==> config.mk <==
export PLATFORM = sky130hd
export DESIGN_NAME = tmds_lane_serializer
export DESIGN_NICKNAME = d
export VERILOG_FILES = /design/src/rtl/tmds_pkg.sv /design/src/rtl/tmds_lane_shifter.sv /design/src/rtl/tmds_lane_serializer.sv
export SDC_FILE = /design/constraint.sdc
export NUM_CORES = 1
export LEC_CHECK = 0
export CORE_UTILIZATION = 37
export CTS_CLUSTER_DIAMETER = 100
export CTS_CLUSTER_SIZE = 24
export DETAILED_ROUTE_END_ITERATION = 7
export GPL_ROUTABILITY_DRIVEN = 0
export MAX_ROUTING_LAYER = met4
export PLACE_DENSITY = 0.56
export SLEW_MARGIN = 20
export SYNTH_ARGS = -nofsm -noshare
export SYNTH_HDL_FRONTEND = slang
export SYNTH_HIERARCHICAL = 1
export SYNTH_SLANG_ARGS = --single-unit
==> constraint.sdc <==
create_clock -name clk_shift -period 8.2 [get_ports clk_shift]
set_clock_uncertainty 0.15 [all_clocks]
set_input_delay 1.23 -clock clk_shift [delete_from_list [all_inputs] [get_ports clk_shift]]
set_output_delay 1.23 -clock clk_shift [all_outputs]
set_load 0.02 [all_outputs]
==> src/rtl/tmds_pkg.sv <==
// Shared constants, mode encodings and lane request type for the TMDS lane serializer.
package tmds_pkg;
  localparam int TMDS_WORD_W = 10;
  localparam logic [TMDS_WORD_W-1:0] CLOCK_WORD = 10'b0000011111;
  localparam logic [2:0][TMDS_WORD_W-1:0] DEFAULT_PATTERN =
    {10'b1100110011, 10'b1010101010, 10'b0101010101};

  localparam logic [1:0] MODE_STREAM  = 2'd0;
  localparam logic [1:0] MODE_PATTERN = 2'd1;
  localparam logic [1:0] MODE_REPEAT  = 2'd2;

  typedef struct packed {
    logic                   load;
    logic [TMDS_WORD_W-1:0] word;
  } lane_req_t;

  // Lanes above 2 reuse lane 0's test word.
  function automatic logic [TMDS_WORD_W-1:0] lane_pattern(
    input logic [2:0][TMDS_WORD_W-1:0] pat, input int k);
    logic [1:0] idx;
    idx = 2'(k);
    if (k < 3) return pat[idx];
    return pat[0];
  endfunction
endpackage

==> src/rtl/tmds_lane_shifter.sv <==
// One lane: active word register, phase slice mux and registered serial output.
module tmds_lane_shifter
  import tmds_pkg::*;
#(
  parameter int                     C_bits   = 2,
  parameter int                     PH_W     = 3,
  parameter logic [TMDS_WORD_W-1:0] RST_WORD = '0
) (
  input  logic              clk_shift,
  input  logic              reset,
  input  lane_req_t         req,
  input  logic [PH_W-1:0]   phase,
`ifdef TMDS_SER_POLARITY_EN
  input  logic              pol_ld,
  input  logic              pol,
`endif
  output logic [C_bits-1:0] out_bits
);
  logic [TMDS_WORD_W-1:0] active;
  logic [3:0]             bit_idx;
  logic [C_bits-1:0]      slice;
  logic [C_bits-1:0]      inv_mask;

  assign bit_idx = 4'(int'(phase) * C_bits);
  assign slice   = active[bit_idx +: C_bits];

`ifdef TMDS_SER_POLARITY_EN
  // Polarity latches with the word so a word never changes polarity mid-flight.
  logic pol_q;
  always_ff @(posedge clk_shift) begin
    if (reset)       pol_q <= 1'b0;
    else if (pol_ld) pol_q <= pol;
  end
  assign inv_mask = {C_bits{pol_q}};
`else
  assign inv_mask = '0;
`endif

  always_ff @(posedge clk_shift) begin
    if (reset) begin
      active   <= RST_WORD;
      out_bits <= '0;
    end else begin
      if (req.load) active <= req.word;
      out_bits <= slice ^ inv_mask;
    end
  end
endmodule

==> src/rtl/tmds_lane_serializer.sv <==
// N-lane TMDS serializer with one-deep bundle buffer, pattern/repeat modes and sticky underflow.
// Optional per-lane output inversion when TMDS_SER_POLARITY_EN is defined.
module tmds_lane_serializer
  import tmds_pkg::*;
#(
  parameter int                             C_lanes      = 4,
  parameter int                             C_bits       = 2,
  parameter int                             C_clock_lane = 1,
  parameter logic [2:0][TMDS_WORD_W-1:0]    C_pattern    = DEFAULT_PATTERN
) (
  input  logic                          clk_shift,
  input  logic                          reset,
  input  logic [1:0]                    mode_sel,
  input  logic [TMDS_WORD_W*C_lanes-1:0] in_data,
  input  logic                          in_valid,
  output logic                          in_ready,
  output logic [C_bits*C_lanes-1:0]     out_data,
  output logic                          word_strobe,
  output logic                          underflow,
`ifdef TMDS_SER_POLARITY_EN
  input  logic [C_lanes-1:0]            pol_inv,
`endif
  input  logic                          underflow_clr
);
  localparam int P      = TMDS_WORD_W / C_bits;
  localparam int PH_W   = (P > 1) ? $clog2(P) : 1;
  localparam int STAGES = 1;

  if (!(C_bits == 1 || C_bits == 2 || C_bits == 5)) begin : g_bad_bits
    $error("tmds_lane_serializer: C_bits must be 1, 2 or 5");
  end

  logic [PH_W-1:0]                       phase;
  logic                                  boundary;
  logic [C_lanes-1:0][TMDS_WORD_W-1:0]   buffer;
  logic                                  buf_full;
  logic                                  stream, pattern_mode;
  logic                                  accept, drain, starve, load_en;
  logic [STAGES:0]                       vld_pipe;

  assign boundary     = (phase == PH_W'(P - 1));
  assign stream       = (mode_sel == MODE_STREAM);
  assign pattern_mode = !stream && (mode_sel != MODE_REPEAT);
  // Outside stream mode a full buffer is held, so it must not be overwritten.
  assign in_ready     = !reset && (!buf_full || (boundary && stream));
  assign accept       = in_valid && in_ready;
  assign drain        = boundary && stream && buf_full;
  assign starve       = boundary && stream && !buf_full;
  assign load_en      = drain || (boundary && pattern_mode);
  assign word_strobe  = vld_pipe[STAGES];

  always_ff @(posedge clk_shift) begin
    if (reset) begin
      phase     <= '0;
      buf_full  <= 1'b0;
      buffer    <= '0;
      underflow <= 1'b0;
      vld_pipe  <= '0;
    end else begin
      phase     <= boundary ? '0 : phase + 1'b1;
      if (accept) buffer <= in_data;
      buf_full  <= accept || (buf_full && !drain);
      underflow <= starve || (underflow && !underflow_clr);
      // Strobe lines up with the first output slice of the freshly loaded word.
      vld_pipe  <= {vld_pipe[STAGES-1:0], boundary};
    end
  end

  for (genvar k = 0; k < C_lanes; k++) begin : g_lane
    localparam bit IS_CLK = (C_clock_lane == 1) && (k == C_lanes - 1);
    localparam logic [TMDS_WORD_W-1:0] LANE_WORD = IS_CLK ? CLOCK_WORD : lane_pattern(C_pattern, k);
    lane_req_t req;

    always_comb begin
      req.load = load_en;
      req.word = drain ? buffer[k] : LANE_WORD;
      if (IS_CLK) req.word = CLOCK_WORD;
    end

    tmds_lane_shifter #(
      .C_bits   (C_bits),
      .PH_W     (PH_W),
      .RST_WORD (LANE_WORD)
    ) u_lane (
      .clk_shift (clk_shift),
      .reset     (reset),
      .req       (req),
      .phase     (phase),
`ifdef TMDS_SER_POLARITY_EN
      .pol_ld    (boundary),
      .pol       (pol_inv[k]),
`endif
      .out_bits  (out_data[C_bits*k +: C_bits])
    );
  end
endmodule

# Yosys cells after proc, flatten, opt, wreduce, memory -nomap -nowiden
# Index checks and enable logic that the tools add are counted.
dict set report op_classes {
  mux 3
  n_shift 4
  reduce_logical 20
  add_sub_neg 1
  n_eq_ne 2
}
# operator count
set op_table {}
lappend op_table {{10-bit 2-to-1 mux} 3}
lappend op_table {{10-bit by 5-bit indexed part select with 2-bit output} 3}
lappend op_table {{10-bit by 5-bit indexed part select with 2-bit output (first input constant)} 1}
lappend op_table {{1-bit logical AND} 9}
lappend op_table {{1-bit zero test} 5}
lappend op_table {{1-bit logical OR} 4}
lappend op_table {{3-bit by 1-bit adder with 3-bit output (second input constant)} 1}
lappend op_table {{3-bit equality test (second input constant)} 1}
lappend op_table {{2-bit zero test} 1}
lappend op_table {{2-bit inequality test (second input constant)} 1}
lappend op_table {{2-bit OR reduction} 1}
dict set report totals {
  reg_bits 75
  in_bits 46
  elab_cells 44
  out_inout_bits 11
}

# Depth between registers and ports, before layout
dict set report logic_depth {
  word_depth 6
  mapped_depth 9
  mapped_depth_nobuf 7
}

# Hierarchy
# The synthesis kept the hierarchy.
# module cells_each instances area_per_inst_um2 seq_area_each_um2
set modules_own_cells {}
lappend modules_own_cells {tmds_lane_serializer 282 1 2269.7 740.7}
lappend modules_own_cells {{tmds_lane_shifter at g_lane[0].u_lane ...} 46 3 510.5 240.2}
lappend modules_own_cells {{tmds_lane_shifter at g_lane[2].u_lane} 46 1 511.7 240.2}

# Worst setup path after synthesis
# No wires, ideal clock.
dict set report synth_path {
  path_kind {input-to-output}
  start {input mode_sel[1]}
  end {output in_ready}
  arrival_time_ns 2.146
  required_time_ns 6.820
  n_path_buf 2
  path_slack_ns 4.674
  stages 4
  cell_sequence {nand4bb_1 > buf_2 > clkbuf_1 > a21oi_1}
}
dict set report synth_via {
  elab_chain_cells 4
}
# element line
set synth_lines {}
lappend synth_lines {{start, declared} tmds_lane_serializer.sv:13} ;# input logic [1:0] mode_sel,
lappend synth_lines {{2-bit zero test} tmds_lane_serializer.sv:42} ;# assign stream = (mode_sel == MODE_STREAM);
lappend synth_lines {{1-bit logical AND} tmds_lane_serializer.sv:45} ;# assign in_ready = !reset && (!buf_full || (boundary && stream));
lappend synth_lines {{1-bit logical OR} tmds_lane_serializer.sv:45}
lappend synth_lines {{1-bit logical AND} tmds_lane_serializer.sv:45}
lappend synth_lines {{end, declared} tmds_lane_serializer.sv:16} ;# output logic in_ready,
# Every way passes these cells.

# Worst setup path after layout
dict set report layout_path {
  start {input mode_sel[0]}
  end {output in_ready}
}
# Same word-level chain as after synthesis.

==> flow_metrics.tcl <==
set metrics [dict create \
    grt_setup_unrepaired "false" \
    avgSynthCellArea_sq_um 9.255 \
    grt_pass1_wl_mm 16.03 \
    wl_per_cell_microns 15.48 \
    numClockSinks 85 \
    diodes 0 \
    yosysMostFrequentCell "dfxtp_1" \
    die_w_microns 110.0 \
    ios 57 \
    ctsHoldBuffers 0 \
    finalNonFillerCells 638 \
    async_flop_share_pct 0 \
    setup_viol 0 \
    startpoint_type "primary input" \
    clk_latency_ps 340 \
    hold_viol 0 \
    netlist_area_sq_um 4313 \
    ir_drop_v 0.0001003 \
    fin_util_pct 44.49 \
    post_cts_buffers 0 \
    relSlewSlack_pct 35.22 \
    crit_path_top_delay_cell "clkdlybuf4s50_1" \
    numCtsBuffers 9 \
    synth-seq-area-share_pct 39.45 \
    synth_top_cell_by_area "dfxtp_1" \
    cp.required_ps 6820 \
    critPathMaxFanout 63 \
    die_h_microns 110.0 \
    maxCapViolCount 0 \
    h-tree-depth 3 \
    critical_path_class "in2out" \
    num_rows 39 \
    crit_chain "clkdlybuf4s50_1 > nand4bb_2 > buf_4 > a21oi_1 > clkdlybuf4s50_1" \
    portBuffers 46 \
    post-route-period-util_pct 54.66 \
    yosysTopAreaCellShare_pct 39.45 \
    fin_crit_ps 4482 \
    netlist_instances 466 \
    initial_core_util_pct 37.93 \
    startpoint "mode_sel[0]" \
    syn_to_final_growth_pct 17.29 \
    clk_pin_slew_ps 60 \
    die_area_sq_um 12090 \
    status "complete, no violations" \
    wirelength_mm 9.879 \
    synth_edf_count 0 \
    fmax_mhz 223.1 \
    core_area_sq_um 11370 \
    place_hpwl_mm 5.715 \
    drive_gt1_share_pct 8.485 \
    power_mw 0.9742 \
    drt-initial-drc-count 232 \
    yosys_warnings 6 \
    synthFlopType "dfxtp_1" \
    hp-class "reg2reg" \
    vias 3521 \
    fillers 1124 \
    routed_via_density 5.519 \
    path_common_cell "clkdlybuf4s50_1" \
    ctsResizeCount 0 \
    crit_buf_inv 3 \
    antenna_found_initial 0 \
    maxSlewViolCount 0 \
    power_density_nw_per_um2 192.6 \
    worst_pin_slew_ps 970.4 \
    overflow 0 \
    nets 538 \
    route.detailed.drc 0 \
    hold_path.startpoint "vld_pipe[0]" \
    cts_tree "done" \
    cpPeakStageDelay_ps 560 \
    grt_pass1_vias 3236 \
    first_pass_iters 4 \
    placed_area_sq_um 4765 \
    leakage_nw 1.712 \
    clock-root-buffer "clkbuf_16" \
    dpl.cell_count 622 \
    ys_top_cells_by_count "85 x dfxtp_1, 36 x mux2i_1, 31 x nand3_1" \
    cp.arrival_ps 3100 \
    synth.area.top_cells "dfxtp_1 39%, mux2i_1 8.4%, a211o_1 5.9%, nor3b_1 5.2%, o211ai_1 5.2%" \
    synth_cell_types 31 \
    grt_start_max_net_pins 72 \
    r2r-start "phase[2]" \
    fin_setup_tns_ps 0 \
    cts_buffer_depth 2 \
    track_usage_pct 17.55 \
    cp_top_family "buffers and inverters" \
    end_kind "output pin" \
    drtAntennaViolNets 0 \
    stdcell_area_sq_um 5059 \
    ys_seq_elements 85 \
]
-- metrics by stage --
stage / hold WS [ps] / worst slack [ps]
after global placement: 272.2 / 3729
final: 284.1 / 3718
after floorplan: 263.8 / 4674
after detailed placement: 274.7 / 3709
after global routing: 308.9 / 3599
after CTS: 289.5 / 3708
-- worst paths after layout --
check | endpoint | slack, ps | depth (start not counted)
worst min-delay path | vld_pipe[1] | 280 | 1
worst min register to register | vld_pipe[1] | 280 | 1
worst max register to register | g_lane[1].u_lane/active[3] | 5180 | 6
worst max-delay path | in_ready | 3720 | 5
-- cell families after synthesis --
| logic type | Yosys count | synth area share (%) |
|---|---|---|
| adder cells (fa/ha/maj) | 2 | 0.5801 |
| other | 2 | 0.1741 |
| AND/OR/NAND/NOR | 194 | 28.52 |
| flip-flops | 85 | 39.45 |
| AO/OA/AOI/OAI | 93 | 15.96 |
| buffers and inverters | 54 | 6.962 |
| multiplexers | 36 | 8.355 |
-- registers in the layout (all words and copies together), names as in the netlist --
| name | count |
|---|---|
| buffer | 30 |
| g_lane.u_lane/out_bits | 8 |
| underflow | 1 |
| vld_pipe | 2 |
| g_lane.u_lane/active | 40 |
| buf_full | 1 |
| phase | 3 |
-- final cells by class --
cell class	count	area [sq um]	area share (%)
timing repair buffer	55	518.0	10.24
clock inverter	4	47.55	0.9399
sequential	85	1702	33.64
clock buffer	12	246.5	4.873
tap	143	178.9	3.537
multi-input combinational	335	2351	46.48
inverter	4	15.01	0.2968
-- power by group --
part	total, mW	leakage, nW	internal, mW	switching, mW
sequential	0.449	0.694	0.433	0.0155
clock	0.404	0.143	0.243	0.160
combinational	0.122	0.875	0.0570	0.0647
total	0.974	1.71	0.734	0.241
-- metal layers --
| metal | global-route usage, % | up-vias | share of wire [%] |
|---|---|---|---|
| li1 | - | 1808 | - |
| met1 | 23.39 | 1656 | 51 |
| met2 | 26.92 | 48 | 45 |
| met3 | 2.312 | 9 | 2.4 |
| met4 | 6.762 | 0 | 1.2 |
| met5 | - | - | 0 |
-- cells in the final DEF, fill, tap and decap left out, types with 2 or more instances in the layout --
cell             netlist  layout
dfxtp_1               85      85
clkdlybuf4s50_1        0      44
mux2i_1               36      36
nand3_1               31      31
nor3b_1               30      30
a31oi_1               30      30
nand4_1               30      30
o211ai_1              30      30
a211o_1               29      29
nor2_1                22      22
nor2b_1               23      22
and3_1                15      15
conb_1                 2      10
or2_1                  9       9
clkbuf_16              0       9
buf_4                  9       9
nor4b_1                8       8
nor4_1                 8       8
or2_2                  7       7
nor4b_2                4       4
inv_1                  4       3
a21oi_1                3       3
and2_1                 3       3
ha_1                   2       2
clkinv_2               0       2
clkbuf_1              15       2
buf_2                 20       2
(Power assumes the default switching activity.)
